===== config.mk =====
export PLATFORM = sky130hd
export DESIGN_NAME = cla_nibble_sequencer
export DESIGN_NICKNAME = d
export VERILOG_FILES = /design/src/rtl/cla_nibble_sequencer.sv
export SDC_FILE = /design/constraint.sdc
export NUM_CORES = 1
export LEC_CHECK = 0
export ABC_AREA = 0
export BUFFER_PORTS_ARGS = -buffer_cell sky130_fd_sc_hd__buf_2
export CAP_MARGIN = 20
export CORE_ASPECT_RATIO = 0.6
export CORE_MARGIN = 5
export CORE_UTILIZATION = 30
export DETAILED_ROUTE_END_ITERATION = 7
export GPL_ROUTABILITY_DRIVEN = 0
export GPL_TIMING_DRIVEN = 0
export PLACE_DENSITY_LB_ADDON = 0.1
export SLEW_MARGIN = 20
export SYNTH_ARGS = -nofsm -noshare
export SYNTH_HDL_FRONTEND = slang
export SYNTH_SLANG_ARGS = --single-unit
export TNS_END_PERCENT = 50

===== constraint.sdc =====
create_clock -name clk -period 3.9 [get_ports clk]
set_clock_uncertainty 0.1 [all_clocks]
set_input_delay 0.39 -clock clk [delete_from_list [all_inputs] [get_ports clk]]
set_output_delay 0.39 -clock clk [all_outputs]
set_load 0.01 [all_outputs]

===== src/rtl/cla_nibble_sequencer.sv =====
// Multi-cycle adder: one 4-bit carry look-ahead cell iterated over N nibbles.
// Ports: clk, rst_n (async low), in_valid/in_ready, a, b, cin,
//        out_valid/out_ready, s, cout, ovf.

module carry_look_ahead_adder (
    input  logic [3:0] a,
    input  logic [3:0] b,
    input  logic       cin,
    output logic [3:0] sum,
    output logic       cout
);
    logic [3:0] g;
    logic [3:0] p;
    logic [4:0] c;

    always_comb begin
        g    = a & b;
        p    = a ^ b;
        c[0] = cin;
        c[1] = g[0] | (p[0] & cin);
        c[2] = g[1] | (p[1] & g[0]) | (p[1] & p[0] & cin);
        c[3] = g[2] | (p[2] & g[1]) | (p[2] & p[1] & g[0])
             | (p[2] & p[1] & p[0] & cin);
        c[4] = g[3] | (p[3] & g[2]) | (p[3] & p[2] & g[1])
             | (p[3] & p[2] & p[1] & g[0])
             | (p[3] & p[2] & p[1] & p[0] & cin);
        sum  = p ^ c[3:0];
        cout = c[4];
    end
endmodule

module cla_nibble_sequencer #(
    parameter int WIDTH = 16
) (
    input  logic             clk,
    input  logic             rst_n,
    input  logic             in_valid,
    output logic             in_ready,
    input  logic [WIDTH-1:0] a,
    input  logic [WIDTH-1:0] b,
    input  logic             cin,
    output logic             out_valid,
    input  logic             out_ready,
    output logic [WIDTH-1:0] s,
    output logic             cout,
    output logic             ovf
);
    localparam int N  = WIDTH / 4;
    localparam int IW = (N > 1) ? $clog2(N) : 1;
    localparam logic [IW-1:0] LAST = IW'(N - 1);

    typedef enum logic [1:0] {
        IDLE = 2'd0,
        BUSY = 2'd1,
        DONE = 2'd2
    } state_t;

    state_t           state_q, state_d;
    logic [IW-1:0]    idx_q, idx_d;
    logic [WIDTH-1:0] a_q, a_d;
    logic [WIDTH-1:0] b_q, b_d;
    logic             carry_q, carry_d;
    logic [WIDTH-1:0] s_q, s_d;
    logic             cout_q, cout_d;
    logic             ovf_q, ovf_d;
    logic             in_ready_q, in_ready_d;
    logic             out_valid_q, out_valid_d;

    logic [IW+1:0]    lo;
    logic [3:0]       nib_a;
    logic [3:0]       nib_b;
    logic [3:0]       nib_s;
    logic             nib_c;

    assign lo    = {idx_q, 2'b00};
    assign nib_a = a_q[lo +: 4];
    assign nib_b = b_q[lo +: 4];

    carry_look_ahead_adder u_cla (
        .a    (nib_a),
        .b    (nib_b),
        .cin  (carry_q),
        .sum  (nib_s),
        .cout (nib_c)
    );

    always_comb begin
        state_d     = state_q;
        idx_d       = idx_q;
        a_d         = a_q;
        b_d         = b_q;
        carry_d     = carry_q;
        s_d         = s_q;
        cout_d      = cout_q;
        ovf_d       = ovf_q;
        in_ready_d  = in_ready_q;
        out_valid_d = out_valid_q;
        unique case (state_q)
            IDLE: begin
                if (in_valid) begin
                    a_d        = a;
                    b_d        = b;
                    carry_d    = cin;
                    idx_d      = '0;
                    s_d        = '0;
                    in_ready_d = 1'b0;
                    state_d    = BUSY;
                end
            end
            BUSY: begin
                s_d[lo +: 4] = nib_s;
                carry_d      = nib_c;
                idx_d        = idx_q + 1'b1;
                if (idx_q == LAST) begin
                    // Carry into the MSB is recovered from the MSB sum bit.
                    cout_d      = nib_c;
                    ovf_d       = (a_q[WIDTH-1] ^ b_q[WIDTH-1] ^ nib_s[3])
                                ^ nib_c;
                    idx_d       = '0;
                    out_valid_d = 1'b1;
                    state_d     = DONE;
                end
            end
            DONE: begin
                if (out_ready) begin
                    out_valid_d = 1'b0;
                    in_ready_d  = 1'b1;
                    state_d     = IDLE;
                end
            end
            default: begin
                in_ready_d  = 1'b1;
                out_valid_d = 1'b0;
                state_d     = IDLE;
            end
        endcase
    end

    always_ff @(posedge clk or negedge rst_n) begin
        if (!rst_n) begin
            state_q     <= IDLE;
            idx_q       <= '0;
            a_q         <= '0;
            b_q         <= '0;
            carry_q     <= 1'b0;
            s_q         <= '0;
            cout_q      <= 1'b0;
            ovf_q       <= 1'b0;
            in_ready_q  <= 1'b1;
            out_valid_q <= 1'b0;
        end else begin
            state_q     <= state_d;
            idx_q       <= idx_d;
            a_q         <= a_d;
            b_q         <= b_d;
            carry_q     <= carry_d;
            s_q         <= s_d;
            cout_q      <= cout_d;
            ovf_q       <= ovf_d;
            in_ready_q  <= in_ready_d;
            out_valid_q <= out_valid_d;
        end
    end

    assign in_ready  = in_ready_q;
    assign out_valid = out_valid_q;
    assign s         = s_q;
    assign cout      = cout_q;
    assign ovf       = ovf_q;
endmodule


After elaboration in Yosys (flattened, before gate mapping)
Cells that the tools add are included.
Operators by class
  add/subtract/negate cells: 2
  equality and inequality tests: 6
  shift-type cells: 4
  muxes and demuxes: 18
  bitwise operators: 34
  reduce and logical (&&, ||, !) cells: 8
Operator list (number)
  $pmux W16 S2: 1
  $shiftx A16 B5 Y4: 2
  $and A1 B1 Y1: 16
  $bwmux W16: 1
  $mux W16: 1
  $shift A4 B6 Y16 const A: 1
  $shiftx A4 B6 Y16: 1
  $mux W2: 5
  $or A1 B1 Y1: 10
  $reduce_and A3 Y1: 3
  $xor A4 B4 Y4: 2
  $ne A2 B2 Y1 const B: 3
  $neg A4 Y6: 1
  $pmux W1 S3: 2
  $pmux W2 S3: 1
  $reduce_and A2 Y1: 3
  $mux W1: 5
  $and A4 B4 Y4: 1
  $eq A2 B2 Y1 const B: 2
  $pmux W2 S2: 1
  $xor A1 B1 Y1: 3
  $add A2 B1 Y2 const B: 1
  $eq A2 B1 Y1 const B: 1
  $logic_not A2 Y1: 1
  3 further kinds: 4
Storage, ports and cells
  register bits after elaboration: 57
  input bits: 37
  logic and storage cells: 82

Longest topological paths before layout
  depth after elaboration: 10
  gate-level depth with buffers: 8
  gate-level depth less buffers: 7

Cells and area by module
From an unflattened synthesis, not the netlist that was laid out.
Second synthesis, totals
  cell total of the unflattened synthesis: 190
  area, all modules: 2681.3 um^2
Modules (own cells, without submodules)
  cla_nibble_sequencer: instances 1, cells an instance 173, area an instance 2533.7 um^2
  carry_look_ahead_adder: instances 1, cells an instance 17, area an instance 147.6 um^2

Worst setup path before layout
Ideal clock, no wire load.
  path type: reg-to-reg
  start: register idx_q[0]
  end: register ovf_q (netlist: ovf)
  library setup time: 0.095 ns
  arrival time: 2.568 ns
  slack: 1.137 ns
  cell stages (with the launch flop): 9
  path buffers: 1
  clock period less this slack: 2.763 ns
  cells stage by stage: dfrtp_1 buf_2 mux4_2 ha_1 a211oi_2 o21bai_4 xnor2_1 o211a_1 o31ai_1
On the way
  word-level cells in the longest chain between the ends: 9
Ends and longest elaborated chain
  from (decl): line 59  | logic [IW-1:0] idx_q, idx_d;
  from (signal assigned): line 153  | idx_q <= idx_d;
  $shiftx A16 B5 Y4, on equally long branches: line 76, 77
  $xor A4 B4 Y4 or $and A4 B4 Y4 (tied branches): line 18, 17
  $and A1 B1 Y1, on equally long branches: line 22, 23
  $or A1 B1 Y1 (tied with other cells): line 22  | c[3] = g[2] | (p[2] & g[1]) | (p[2] & p[1] & g[0])
  $or A1 B1 Y1 or $and A1 B1 Y1 (tied branches): line 22, 23
  $or A1 B1 Y1: line 23  | | (p[2] & p[1] & p[0] & cin);
  $xor A4 B4 Y4: line 27  | sum = p ^ c[3:0];
  $xor A1 B1 Y1: line 117  | ovf_d = (a_q[WIDTH-1] ^ b_q[WIDTH-1] ^ nib_s[3])
  $xor A1 B1 Y1: line 118  | ^ nib_c;
  to (signal assigned): line 159  | ovf_q <= ovf_d;
  to (decl): line 65  | logic ovf_q, ovf_d;
Several ways; a longest one is shown, not always the timed one.
A chain may end at the register's enable or synchronous reset.

Worst setup path in the final report
  start: register idx_q[0]
  end: register s_q[7] (netlist: s[7])
On the way
  word-level cells in the longest chain between the ends: 10
Ends and longest elaborated chain
  $shiftx A16 B5 Y4, on equally long branches: line 76, 77
  $xor A4 B4 Y4 or $and A4 B4 Y4 (tied branches): line 18, 17
  $and A1 B1 Y1, on equally long branches: line 22, 23
  $or A1 B1 Y1 (tied with other cells): line 22
  $or A1 B1 Y1 or $and A1 B1 Y1 (tied branches): line 22, 23
  $or A1 B1 Y1: line 23
  $xor A4 B4 Y4: line 27
  $shiftx A4 B6 Y16: line 111  | s_d[lo +: 4] = nib_s;
  $bwmux W16 (*): line 111
  $pmux W16 S2 (*): line 98  | unique case (state_q)
  to (signal assigned): line 146  | s_q <= '0;
  to (signal assigned): line 157  | s_q <= s_d;
  to (decl): line 63  | logic [WIDTH-1:0] s_q, s_d;
Mark *: on every way between the ends. The rest lies on a longest branch, timed or not.

==> impl_results.md <==
* Final setup fails at 0
* Clk pin slew, worst setup/hold paths at around 50 ps
* WL/cell at 16.8 um
* Synth Instances at 191
* Worst R2R Path Depth at 7
* Starting Density at 0.311
* WHS at 35.5 ps
* Vias in the first global route at 1919
* Syn Area/Cell at 14.0 um2
* CP Launch Type: flop
* Crit path DAT at 3250 ps
* Status: completed
* FP Rows at 26
* Worst Hold Class: primary input to async pin
* Pwr per Cell Area at around 1000 mW/mm2
* CP endpoint kind: flop
* Largest net degree at the start of global routing at 58
* Sequential area share after synthesis at 0.532
* Cts repair resizes at 0
* Total of max-cap violations at 0
* Reg-to-Reg Start: idx_q[0]$_DFFE_PN0P_
* Synth unique cells at 33
* Drt first pass iters at 4
* Critical path class: flop to flop
* Most common cell after layout, fill and taps aside: buf_2
* Cell Chain, Critical Path: buf_2 > mux4_2 > ha_1 > a211oi_2 > o21bai_4 > xnor2_1 > a22o_1
* Nets at 305
* Post-synth ARST share at 1.00
* Synthesized flop and latch total at 57
* Hold Buf Count CTS at 0
* Peak fanout along the critical path at 10
* Clock Path Buffers at 2
* Synth Warn # at 0
* Slowest stage cell, crit path: mux4_2
* Area Overhead vs Synth at 26.7%
* Part of the cycle the worst path needs at 0.791
* VDD IR max at 320 uV
* Cell Count, Final, Fillers Out at between 300 and 400
* Max Freq at 0.324 GHz
* Tightest Pin Transition at 734 ps
* Total CTS buffers at 9
* Buffers on Ports at 56
* Total gr overflow at 0
* Layout cell share with drive strength beyond 1 at 0.475
* Die span in y at 83.2 um
* Final setup TNS at 0 ps
* Tmin final at 3080 ps
* Clock H-tree levels at 3
* Rel. slew slack at 0.511
* DIE WIDTH at 132 um
* Clock latency on the worst-skew pair at roughly 320 ps
* Routed wire length at 6.30 mm
* CP startpoint: idx_q[0]$_DFFE_PN0P_
* Die ar. at 0.0110 mm2
* Post-CTS setup buffer count at 0
* Ranking of synthesized cells by area: dfrtp_1 52%, mux2_2 13%, mux4_2 6.7%
* I/O Pins at 57
* Vias at between 1500 and 2000
* CP peak stage delay at 630 ps
* Post-synth EDFFs at 0
* Final ANT Viol Nets at 0
* WP buf/inv at 1
* Initial DRC count at a little under 100
* Slew Viols, Final at 0
* Syn Nets at about 240
* First-pass GRT wire length at around 11 mm
* RSZ-0062 raised after global routing: no
* Area leader, netlist: dfrtp_1
* Clock root cell: clkbuf_16
* Most frequent cells in the layout: 57 x buf_2, 56 x dfrtp_1, 32 x mux2_2
* Ant. Diodes at 0
* CORE AREA at 0.00862 mm2
* Family with the most delay on the worst path: multiplexers
* Final HPWL from detailed placement at 4.72 mm
* Placed insts at approximately 360
* CTS sink count at between 50 and 60
* CTS tree: yes
* Drt drc at 0
* CP required at 4060 ps
* Yosys top cell area share at 0.522
* Total GRT Usage at 0.125
* R2R Path End: s[7]$_DFFE_PN0P_
* Endpoints failing hold at 0
* Leak at ~1.6 nW
* Post-synth top flop: dfrtp_1
* Initial antenna violation count at 0
* DR vias/cell at between 4 and 5
* Mapped Area at 0.00268 mm2
* Reg-to-reg setup timing slack at 820 ps
## power by group
group / total (mW) / switching [mW] / leakage [nW] / internal [mW]
sequential: 1.02 / 0.156 / 0.705 / 0.860
clock: 0.748 / 0.253 / 0.149 / 0.496
combinational: 1.75 / 0.958 / 0.742 / 0.796
total: 3.52 / 1.37 / 1.60 / 2.15
## flip-flops by register name, indices dropped and copies added, names as in the netlist
signal     cells
out_valid      1
b_q           16
in_ready       1
idx_q          2
s             16
state_q        2
carry_q        1
a_q           16
ovf            1
cout           1
## worst max path at each step
stage	endpoint	slack, ps	cells after the start
floorplan	ovf$_DFFE_PN0P_	1140	8
global placement	s[7]$_DFFE_PN0P_	780	7
CTS	s[7]$_DFFE_PN0P_	760	7
detailed placement	s[7]$_DFFE_PN0P_	770	7
finish	s[7]$_DFFE_PN0P_	820	7
global route	ovf$_DFFE_PN0P_	580	8
## layer usage
metal / global-route usage / share of wire
met5: 0 / 0
met4: 0.0392 / 0.015
met3: 0.0525 / 0.058
met2: 0.156 / 0.38
met1: 0.189 / 0.54
## cells in the mapped netlist, types with 2 or more instances
cell and n:
a21oi_1 6, a22o_1 16, buf_2 2, buf_4 3, dfrtp_1 56, ha_1 9
inv_1 5, mux2_2 32, mux4_2 8, nand2_1 20, nand2b_1 2, nor2_1 2
nor4b_4 2, o21ai_0 5, o31ai_1 2, xnor2_1 4
## layout make-up
class,count,area (um2)
Fill cell,816,5220
Sequential cell,57,1430
Multi-Input combinational cell,123,1200
Clock buffer,14,284
Timing Repair Buffer,56,283
Tap cell,112,140
Buffer,6,36.3
Inverter,5,18.8
Clock inverter,2,10.0
## through the flow
stage / cell area (um2) / utilization / power, mW / worst slack, ps
floorplan: 2680 / - / 2.30 / 1140
global placement: 3100 / 0.360 / 2.80 / 779
detailed placement: 3110 / 0.360 / 2.81 / 767
CTS: 3400 / 0.394 / 3.58 / 760
global route: 3400 / 0.394 / 3.83 / 579
finish: 3400 / 0.394 / 3.52 / 816
## cells by family after synthesis
kind of cell / share of synthesized area
AO/OA/AOI/OAI: 0.108
XOR/XNOR: 0.0163
buffers and inverters: 0.0205
adder cells (fa/ha/maj): 0.0494
multiplexers: 0.201
AND/OR/NAND/NOR: 0.0723
flip-flops: 0.532
No activity file was read; power rests on OpenSTA's default activity.
